==> src/rtl/lock_if.sv <==
// Key-flag and lock-status bundle between the key filter bank and lock_ctrl.
// The filter side drives the one-cycle flags; lock_ctrl drives the status outputs.
interface lock_if;
  logic       digit_flag;
  logic [3:0] digit_val;
  logic       enter_flag;
  logic       clear_flag;
  logic       set_flag;
  logic       unlocked;
  logic       alarm;
  logic       err_pulse;
  logic [3:0] digit_cnt;

  modport master (
    output digit_flag, digit_val, enter_flag, clear_flag, set_flag,
    input  unlocked, alarm, err_pulse, digit_cnt
  );

  modport slave (
    input  digit_flag, digit_val, enter_flag, clear_flag, set_flag,
    output unlocked, alarm, err_pulse, digit_cnt
  );
endinterface

==> src/rtl/lock_ctrl.sv <==
// Password-lock sequencer: collects a BCD code entry, checks it against the stored
// code and sequences unlock, auto-relock, code change and lockout.
module lock_ctrl #(
  parameter int unsigned              CODE_LEN     = 4,
  parameter int unsigned              MAX_FAIL     = 3,
  parameter int unsigned              UNLOCK_CYC   = 500,
  parameter int unsigned              LOCKOUT_CYC  = 1000,
  parameter int unsigned              TIMER_W      = 20,
  parameter logic [4*CODE_LEN-1:0]    DEFAULT_CODE = 16'h1234
) (
  input  logic  Clk,
  input  logic  Rst_n,
  lock_if.slave bus
);

  localparam int unsigned CODE_W = 4 * CODE_LEN;
  localparam int unsigned FAIL_W = $clog2(MAX_FAIL + 1);

  localparam logic [2:0] S_LOCKED  = 3'd0;
  localparam logic [2:0] S_CHECK   = 3'd1;
  localparam logic [2:0] S_OPEN    = 3'd2;
  localparam logic [2:0] S_SETPW   = 3'd3;
  localparam logic [2:0] S_LOCKOUT = 3'd4;

  logic [2:0]         state;
  logic [CODE_W-1:0]  code;
  logic [CODE_W-1:0]  buffer;
  logic [3:0]         digit_cnt;
  logic [FAIL_W-1:0]  fail_cnt;
  logic [TIMER_W-1:0] timer;
  logic               unlocked;
  logic               alarm;
  logic               err_pulse;

  logic              full;
  logic              digit_ok;
  logic [CODE_W-1:0] buffer_shift;

  assign full         = (digit_cnt == 4'(CODE_LEN));
  assign digit_ok     = bus.digit_flag && (bus.digit_val <= 4'd9) && !full;
  assign buffer_shift = (buffer << 4) | CODE_W'(bus.digit_val);

  // NOTE: sequential state uses non-blocking assignments so every register samples
  // pre-edge values; err_pulse is defaulted low each cycle before the state case.
  always_ff @(posedge Clk or negedge Rst_n) begin
    if (!Rst_n) begin
      state     <= S_LOCKED;
      code      <= DEFAULT_CODE;
      buffer    <= '0;
      digit_cnt <= '0;
      fail_cnt  <= '0;
      timer     <= '0;
      unlocked  <= 1'b0;
      alarm     <= 1'b0;
      err_pulse <= 1'b0;
    end else begin
      err_pulse <= 1'b0;
      case (state)
        S_LOCKED: begin
          if (bus.clear_flag) begin
            buffer    <= '0;
            digit_cnt <= '0;
          end else if (bus.enter_flag) begin
            state <= S_CHECK;
          end else if (!bus.set_flag && digit_ok) begin
            buffer    <= buffer_shift;
            digit_cnt <= digit_cnt + 4'd1;
          end
        end

        S_CHECK: begin
          buffer    <= '0;
          digit_cnt <= '0;
          if (full && (buffer == code)) begin
            state    <= S_OPEN;
            unlocked <= 1'b1;
            fail_cnt <= '0;
            timer    <= TIMER_W'(UNLOCK_CYC - 1);
          end else begin
            err_pulse <= 1'b1;
            if (fail_cnt == FAIL_W'(MAX_FAIL - 1)) begin
              state    <= S_LOCKOUT;
              alarm    <= 1'b1;
              fail_cnt <= '0;
              timer    <= TIMER_W'(LOCKOUT_CYC - 1);
            end else begin
              state    <= S_LOCKED;
              fail_cnt <= fail_cnt + 1'b1;
            end
          end
        end

        // Auto-relock expiry takes precedence over any key flag in the same cycle.
        S_OPEN: begin
          if (timer == '0) begin
            state    <= S_LOCKED;
            unlocked <= 1'b0;
          end else begin
            timer <= timer - 1'b1;
            if (bus.clear_flag) begin
              buffer    <= '0;
              digit_cnt <= '0;
            end else if (bus.enter_flag) begin
              state    <= S_LOCKED;
              unlocked <= 1'b0;
            end else if (bus.set_flag) begin
              state     <= S_SETPW;
              buffer    <= '0;
              digit_cnt <= '0;
            end
          end
        end

        S_SETPW: begin
          if (bus.clear_flag) begin
            state     <= S_LOCKED;
            unlocked  <= 1'b0;
            buffer    <= '0;
            digit_cnt <= '0;
          end else if (bus.enter_flag) begin
            buffer    <= '0;
            digit_cnt <= '0;
            if (full) begin
              code     <= buffer;
              state    <= S_LOCKED;
              unlocked <= 1'b0;
            end else begin
              err_pulse <= 1'b1;
            end
          end else if (!bus.set_flag && digit_ok) begin
            buffer    <= buffer_shift;
            digit_cnt <= digit_cnt + 4'd1;
          end
        end

        S_LOCKOUT: begin
          if (timer == '0) begin
            state <= S_LOCKED;
            alarm <= 1'b0;
          end else begin
            timer <= timer - 1'b1;
          end
        end

        default: begin
          state     <= S_LOCKED;
          buffer    <= '0;
          digit_cnt <= '0;
          fail_cnt  <= '0;
          timer     <= '0;
          unlocked  <= 1'b0;
          alarm     <= 1'b0;
        end
      endcase
    end
  end

  assign bus.unlocked  = unlocked;
  assign bus.alarm     = alarm;
  assign bus.err_pulse = err_pulse;
  assign bus.digit_cnt = digit_cnt;

endmodule

==> src/flat_wrapper.sv <==
// flat-port wrapper written by rule: the top's interface ports become plain ports
module lock_ctrl_flat 
#(
  parameter int unsigned              CODE_LEN     = 4,
  parameter int unsigned              MAX_FAIL     = 3,
  parameter int unsigned              UNLOCK_CYC   = 500,
  parameter int unsigned              LOCKOUT_CYC  = 1000,
  parameter int unsigned              TIMER_W      = 20,
  parameter logic [4*CODE_LEN-1:0]    DEFAULT_CODE = 16'h1234
)
  (Clk, Rst_n, bus_digit_flag, bus_digit_val, bus_enter_flag, bus_clear_flag, bus_set_flag, bus_unlocked, bus_alarm, bus_err_pulse, bus_digit_cnt);
  lock_if bus_i ();
  input  logic Clk;
  input  logic Rst_n;
  input wire logic [$bits(bus_i.digit_flag)-1:0] bus_digit_flag;
  input wire logic [$bits(bus_i.digit_val)-1:0] bus_digit_val;
  input wire logic [$bits(bus_i.enter_flag)-1:0] bus_enter_flag;
  input wire logic [$bits(bus_i.clear_flag)-1:0] bus_clear_flag;
  input wire logic [$bits(bus_i.set_flag)-1:0] bus_set_flag;
  output wire logic [$bits(bus_i.unlocked)-1:0] bus_unlocked;
  output wire logic [$bits(bus_i.alarm)-1:0] bus_alarm;
  output wire logic [$bits(bus_i.err_pulse)-1:0] bus_err_pulse;
  output wire logic [$bits(bus_i.digit_cnt)-1:0] bus_digit_cnt;
  assign bus_i.digit_flag = bus_digit_flag;
  assign bus_i.digit_val = bus_digit_val;
  assign bus_i.enter_flag = bus_enter_flag;
  assign bus_i.clear_flag = bus_clear_flag;
  assign bus_i.set_flag = bus_set_flag;
  assign bus_unlocked = bus_i.unlocked;
  assign bus_alarm = bus_i.alarm;
  assign bus_err_pulse = bus_i.err_pulse;
  assign bus_digit_cnt = bus_i.digit_cnt;
  lock_ctrl #(.CODE_LEN(CODE_LEN), .MAX_FAIL(MAX_FAIL), .UNLOCK_CYC(UNLOCK_CYC), .LOCKOUT_CYC(LOCKOUT_CYC), .TIMER_W(TIMER_W), .DEFAULT_CODE(DEFAULT_CODE)) u_core (.Clk(Clk), .Rst_n(Rst_n), .bus(bus_i));
endmodule
==> config.mk <==
export PLATFORM = sky130hd
export DESIGN_NAME = lock_ctrl_flat
export DESIGN_NICKNAME = d
export VERILOG_FILES = /design/src/rtl/lock_if.sv /design/src/rtl/lock_ctrl.sv /design/src/flat_wrapper.sv
export SDC_FILE = /design/constraint.sdc
export NUM_CORES = 1
export LEC_CHECK = 0
export BUFFER_PORTS_ARGS = -buffer_cell sky130_fd_sc_hd__buf_2
export CORE_MARGIN = 4
export CORE_UTILIZATION = 25
export CTS_CLUSTER_DIAMETER = 120
export DETAILED_ROUTE_END_ITERATION = 8
export SLEW_MARGIN = 20
export SYNTH_ARGS = -nofsm -noshare
export SYNTH_HDL_FRONTEND = slang
export SYNTH_SLANG_ARGS = --single-unit
export TNS_END_PERCENT = 30
==> constraint.sdc <==
create_clock -name Clk -period 2.5 [get_ports Clk]
set_input_delay 0.125 -clock Clk [delete_from_list [all_inputs] [get_ports Clk]]
set_output_delay 0.125 -clock Clk [all_outputs]
set_load 0.005 [all_outputs]
# Word level (Yosys, flattened, before mapping)
# Cells that the tools add are included.
[word_totals]
latch_bits = 0
out_inout_bits = 7
mem_bits_ro = 0
word_cells = 119
reg_bits = 64
input_bits = 10
ramBits = 0
memories = 0
[classes]
mux = 57
order_cmp = 1
n_eq_ne = 24
n_reduce_logical = 19
shifts = 0
bitwise = 6
n_div = 0
n_addsub = 3
n_mul = 0
[ops]
columns = ["cell", "n"]
rows = [
  ["$mux W16", 9],
  ["$pmux W16 S4", 1],
  ["$mux W20", 3],
  ["$pmux W20 S3", 1],
  ["$mux W3", 12],
  ["$mux W4", 9],
  ["$logic_not A20 Y1", 1],
  ["$sub A20 B1 Y20 const B", 1],
  ["$eq A16 B16 Y1", 1],
  ["$or A16 B4 Y16", 1],
  ["$pmux W4 S4", 1],
  ["$pmux W3 S5", 1],
  ["$mux W1", 14],
  ["$ne A3 B3 Y1 const B", 4],
  ["$ne A2 B2 Y1 const B", 5],
  ["$ne A3 B2 Y1 const B", 3],
  ["$reduce_and A4 Y1", 2],
  ["$reduce_and A7 Y1", 1],
  ["$eq A3 B2 Y1 const B", 2],
  ["$ne A2 B1 Y1 const B", 3],
  ["$reduce_and A6 Y1", 1],
  ["$reduce_or A2 Y1", 3],
  ["$not A1 Y1", 5],
  ["$reduce_and A5 Y1", 1],
  ["20 further kinds", 25],
]

# Depth between registers and ports, before layout
[logic_depth]
word_depth = 8
mapped_depth = 11
depth_no_buf = 8

# Least setup slack after synthesis
# OpenSTA, ideal clock, no wires.
[synth_path]
path_type = "reg-to-reg"
from = "register u_core.digit_cnt[0], in the netlist u_core.bus.digit_cnt[0]"
to = "register u_core.timer[19]"
path_slack_ns = 0.267
path_buffers = 3
arrival_time_ns = 2.114
stages_incl_launch_ff = 12
synth_period_minus_slack_ns = 2.233
path_cell_list = "dfrtp_1 > inv_1 > ha_1 > and3b_1 > buf_2 > nand4_1 > or3_1 > o211a_1 > or2_1 > buf_6 > buf_6 > a21bo_1"
[synth_via]
elab_chain_len = 4
word_cells_on_any_way = 6
classes_between = "eq/ne: 2; mux: 2; reduce/logical: 2"
[synth_lines]
columns = ["item", "line", "rtl"]
rows = [
  ["start, declared", "lock_ctrl.sv:28", "logic [3:0] digit_cnt;"],
  ["start signal, assigned", "lock_ctrl.sv:67", "digit_cnt <= digit_cnt + 4'd1;"],
  ["start signal, assigned", "lock_ctrl.sv:132", "digit_cnt <= digit_cnt + 4'd1;"],
  ["$eq A4 B3 Y1 (*)", "lock_ctrl.sv:39", "assign full = (digit_cnt == 4'(CODE_LEN));"],
  ["$logic_and A1 B1 Y1 (*)", "lock_ctrl.sv:74", "if (full && (buffer == code)) begin"],
  ["$ne A3 B1 Y1 (no source line) / $mux W20 (equally long branches)", "n/a", ""],
  ["$reduce_and A3 Y1 (no source line) / $pmux W20 S3 (equally long branches)", "n/a", ""],
  ["end signal, assigned", "lock_ctrl.sv:78", "timer <= TIMER_W'(UNLOCK_CYC - 1);"],
  ["end signal, assigned", "lock_ctrl.sv:85", "timer <= TIMER_W'(LOCKOUT_CYC - 1);"],
  ["end signal, assigned", "lock_ctrl.sv:99", "timer <= timer - 1'b1;"],
  ["end, declared", "lock_ctrl.sv:30", "logic [TIMER_W-1:0] timer;"],
]
# Mark *: on every way between the ends. The rest lies on a longest branch, timed or not.
# A chain may end at the register's enable or synchronous reset.

# Worst setup path in the final report
[layout_path]
from = "register u_core.digit_cnt[0], in the netlist u_core.bus.digit_cnt[0]"
to = "register u_core.timer[15]"
# The elaborated chain is that of the path after synthesis.

==> results_tabular.tex <==
\begin{tabular}{lr}
\hline
Metric & Value \\
\hline
\multicolumn{2}{l}{\textbf{Outcome}} \\
Status & finished clean \\
\multicolumn{2}{l}{\textbf{Die}} \\
Row count & 42 \\
Core outline area & 13400 µm² \\
Die Footprint & $\sim$16000 µm² \\
Initial cell density of the core & 25.8\% \\
Die W & around 130 µm \\
Number of top-level pins & 17 \\
Die height & around 130 µm \\
\multicolumn{2}{l}{\textbf{Clock tree}} \\
Clk Latency, worst-skew pair & 0.33 ns \\
Clk slew on worst S/H paths & 0.06 ns \\
Total CTS buffers & 9 \\
Clock root buffer master & sky130\_fd\_sc\_hd\_\_clkbuf\_16 \\
CTS tree & done \\
CTS sink cnt & 64 \\
Clock Tree Buf Depth & 2 \\
CTS HTree Levels & 3 \\
\multicolumn{2}{l}{\textbf{Placement}} \\
Global placement routability congestion & 0.845 \\
IO Port Bufs & 16 \\
Post-placement worst setup slack & -0.0456 ns \\
Cell count after placement & 523 \\
Area after DPL & 3800 µm² \\
Detail Placement HPWL & between 5 and 6 mm \\
\multicolumn{2}{l}{\textbf{Route}} \\
Detail-routed via count per cell & 5.00 \\
Routed wire length & $\sim$7.7 mm \\
Post-route DRC & 0 \\
Via count & between 2000 and 3000 \\
Detailed-router iteration count before antenna repair & 4 \\
Number of routed nets with antenna violations & 0 \\
Per-cell routed wire length & around 14 µm \\
Starting DRC count in detailed routing & 126 \\
\multicolumn{2}{l}{\textbf{Pwr}} \\
Pwr/cell area & 1120 nW/µm² \\
VDD IR max & 0.537 mV \\
Static Leakage & 1.98 nW \\
\multicolumn{2}{l}{\textbf{STA}} \\
Setup violations, final & 0 \\
Tmin final & $\sim$2.4 ns \\
Achievable Freq & 421 MHz \\
Slew at the pin closest to its max-slew limit & 0.823 ns \\
Unrepaired setup endpoints after global routing & no \\
Final Hold Fails & 0 \\
Final worst setup slack & 0.125 ns \\
Final sum of negative setup slack & 0 ns \\
Tcrit/Tclk final & 95.0\% \\
Final-report max-slew violation count & 0 \\
Worst Skew & approximately 0.0080 ns \\
Slew HR & 45.1\% \\
\multicolumn{2}{l}{\textbf{Setup path}} \\
Largest delay share family, worst path & simple AND/OR/NAND/NOR gates \\
Number of gates on the worst path with buffers counted & 9 \\
Worst setup SP type & register \\
Slowest Stage Delay on Critical Path & 0.40 ns \\
Worst path cell trace & inv\_1 > ha\_1 > and3b\_2 > nand4\_1 > or3\_4 > o211a\_1 > or2\_1 > buf\_6 > a211o\_1 \\
Depth of the worst register-to-register path & 9 \\
Register-to-register path setup slack & 0.12 ns \\
Reg-to-reg endpoint & u\_core.timer[15]\$\_DFFE\_PN0P\_ \\
Required time reported for the critical path endpoint & 2.70 ns \\
Arrival @ worst endpoint & 2.58 ns \\
Startpoint of the lowest-slack register-to-register path & u\_core.bus.digit\_cnt[0]\$\_DFFE\_PN0P\_ \\
Critical path endpoint category & register \\
Critical setup path kind & register to register \\
Buffer and inverter count on the worst path & 2 \\
Endpoint of the most critical setup path & u\_core.timer[15]\$\_DFFE\_PN0P\_ \\
CP Launch Point & u\_core.bus.digit\_cnt[0]\$\_DFFE\_PN0P\_ \\
Critical path peak fanout & 16 \\
Critical-path cell with the highest stage delay & sky130\_fd\_sc\_hd\_\_dfrtp\_1 \\
\multicolumn{2}{l}{\textbf{Yosys}} \\
Sequential area share after synthesis & 46.6\% \\
Most used flip-flop cell after synthesis & sky130\_fd\_sc\_hd\_\_dfrtp\_1 \\
Average footprint of a synthesized cell & 10.5 µm² \\
Gate count of the mapped netlist & 328 \\
Share of the synthesized area in the top cell type & 42.8\% \\
Async set-reset flop share out of synthesis & 100\% \\
Yosys warning total & 0 \\
Flip-flop and latch count after synthesis & 64 \\
Net count of the mapped netlist & between 300 and 400 \\
Cell types occupying the most area after synthesis & sky130\_fd\_sc\_hd\_\_dfrtp\_1 (43\%), sky130\_fd\_sc\_hd\_\_mux2\_2 (5.5\%), sky130\_fd\_sc\_hd\_\_a22o\_1 (4.6\%), sky130\_fd\_sc\_hd\_\_dfstp\_2 (3.8\%), sky130\_fd\_sc\_hd\_\_xor2\_1 (3.3\%) \\
Post-synth top area cell & sky130\_fd\_sc\_hd\_\_dfrtp\_1 \\
Post-synthesis cell type count & 59 \\
EDFF count, synth & 0 \\
Post-synthesis instance area & 3450 µm² \\
\multicolumn{2}{l}{\textbf{GRT}} \\
Pin count of the biggest net entering global routing & 65 \\
Number of antenna violations at the first check in global routing & 0 \\
Total routing resource utilization after global routing & 9.81\% \\
Wire length of the first global-routing pass & 13.1 mm \\
Remaining global-route overflow & 0 \\
Via count of the first global-routing pass & between 2000 and 3000 \\
\multicolumn{2}{l}{\textbf{Flow run}} \\
Maximum capacitance violations & 0 \\
\multicolumn{2}{l}{\textbf{Finish}} \\
Layout cell share with drive strength beyond 1 & 26.0\% \\
Relative area change from synthesis to final layout & 20.7\% \\
Highest-count cells in the layout ignoring fill and taps & sky130\_fd\_sc\_hd\_\_dfrtp\_1 (59), sky130\_fd\_sc\_hd\_\_nor2\_1 (23), sky130\_fd\_sc\_hd\_\_nand2\_1 (20) \\
Number of antenna repair diodes & 0 \\
Final standard cell count with taps included and fillers excluded & 541 \\
Final instance area & 4170 µm² \\
\# nets final & 374 \\
Most common cell after layout, fill and taps aside & sky130\_fd\_sc\_hd\_\_dfrtp\_1 \\
\multicolumn{2}{l}{\textbf{Worst hold path}} \\
Classification of the worst-slack hold path & primary input to asynchronous set/reset pin \\
\hline
\end{tabular}
[Yosys cell counts (all sizes together), types with 2 or more instances]
| library cell | number |
|---|---|
| nor3 | 12 |
| dfstp | 5 |
| o41ai | 2 |
| nand3 | 9 |
| mux2 | 17 |
| dfrtp | 59 |
| o22ai | 3 |
| buf | 9 |
| nor3b | 2 |
| a211oi | 3 |
| inv | 10 |
| nor4 | 7 |
| ha | 4 |
| a211o | 5 |
| o311ai | 3 |
| a21oi | 8 |
| or2 | 4 |
| nor2 | 24 |
| or3 | 7 |
| clkbuf | 6 |
| nand2 | 20 |
| a32oi | 2 |
| and2 | 2 |
| nand2b | 4 |
| nand4 | 6 |
| xnor2 | 3 |
| o21ai | 19 |
| a31oi | 4 |
| a21o | 3 |
| xor2 | 13 |
| o311a | 3 |
| nor2b | 4 |
| o31ai | 10 |
| a2111oi | 2 |
| o211ai | 6 |
| a22o | 18 |
[worst min path at each step]
stage | end | cells after the start
floorplan | u_core.buffer[0]$_DFFE_PN0P_ | 0
global placement | u_core.buffer[0]$_DFFE_PN0P_ | 2
detailed placement | u_core.buffer[0]$_DFFE_PN0P_ | 2
CTS | u_core.buffer[0]$_DFFE_PN0P_ | 2
global route | u_core.buffer[0]$_DFFE_PN0P_ | 2
finish | u_core.timer[12]$_DFFE_PN0P_ | 2
[kinds of logic after synthesis]
family	share of synthesized area, %
and+or+nand+nor	17.1
AOI/OAI and AO/OA	21.4
DFF	46.6
buffers and inverters	3.59
muxes	5.83
xor gates and xnor gates	4.06
adders and majority gates	1.45
[per-stage QoR]
step	hold WS (ns)	util (%)	total power, mW
global placement	0.345	28.4	3.21
detailed placement	0.360	28.4	3.26
finish	0.00191	31.1	4.65
global route	0.0246	31.1	4.97
CTS	0.0167	30.9	4.64
floorplan	-0.171	-	2.75
[final cells by class]
type	count	area (µm²)
inverters	10	37.5
flip-flops and latches	64	1610
well taps	176	220
multi-input cells	239	1740
fillers	1357	9230
repair buffers	36	234
clock buffers	9	225
clock inverters	7	104
[layer usage]
metal / up-vias / global-route usage (%) / wire length, µm
met2: 68 / 15.8 / 3710
li1: 1298 / - / -
met3: 8 / 2.39 / 317
met5: - / 0 / 0
met4: 0 / 1.85 / 49
met1: 1333 / 13.5 / 3600
[report_power, final]
group / internal (mW) / total, mW / switching [mW]
Combinational: 0.729 / 1.89 / 1.16
Clock: 0.884 / 1.36 / 0.478
Sequential: 1.21 / 1.40 / 0.194
[registers in the layout, summed over array words and instances, names as in the netlist]
name                  cells
u_core.bus.unlocked       1
u_core.bus.err_pulse      1
u_core.timer             20
u_core.buffer            16
u_core.state              3
u_core.fail_cnt           2
u_core.bus.alarm          1
u_core.bus.digit_cnt      4
u_core.code              16
[worst reg2reg max path: stages (launching register included)]
cell	delay, ns
sky130_fd_sc_hd__dfrtp_1	0.40
sky130_fd_sc_hd__inv_1	0.10
sky130_fd_sc_hd__ha_1	0.15
sky130_fd_sc_hd__and3b_2	0.20
sky130_fd_sc_hd__nand4_1	0.12
sky130_fd_sc_hd__or3_4	0.36
sky130_fd_sc_hd__o211a_1	0.23
sky130_fd_sc_hd__or2_1	0.22
sky130_fd_sc_hd__buf_6	0.17
sky130_fd_sc_hd__a211o_1	0.31
[timing repair]
item,4_1_cts,5_1_grt
resized for setup,1,4
setup endpoints to repair,18,6
buffers inserted,0,2
hold buffers,0,0
(Power assumes the default switching activity.)
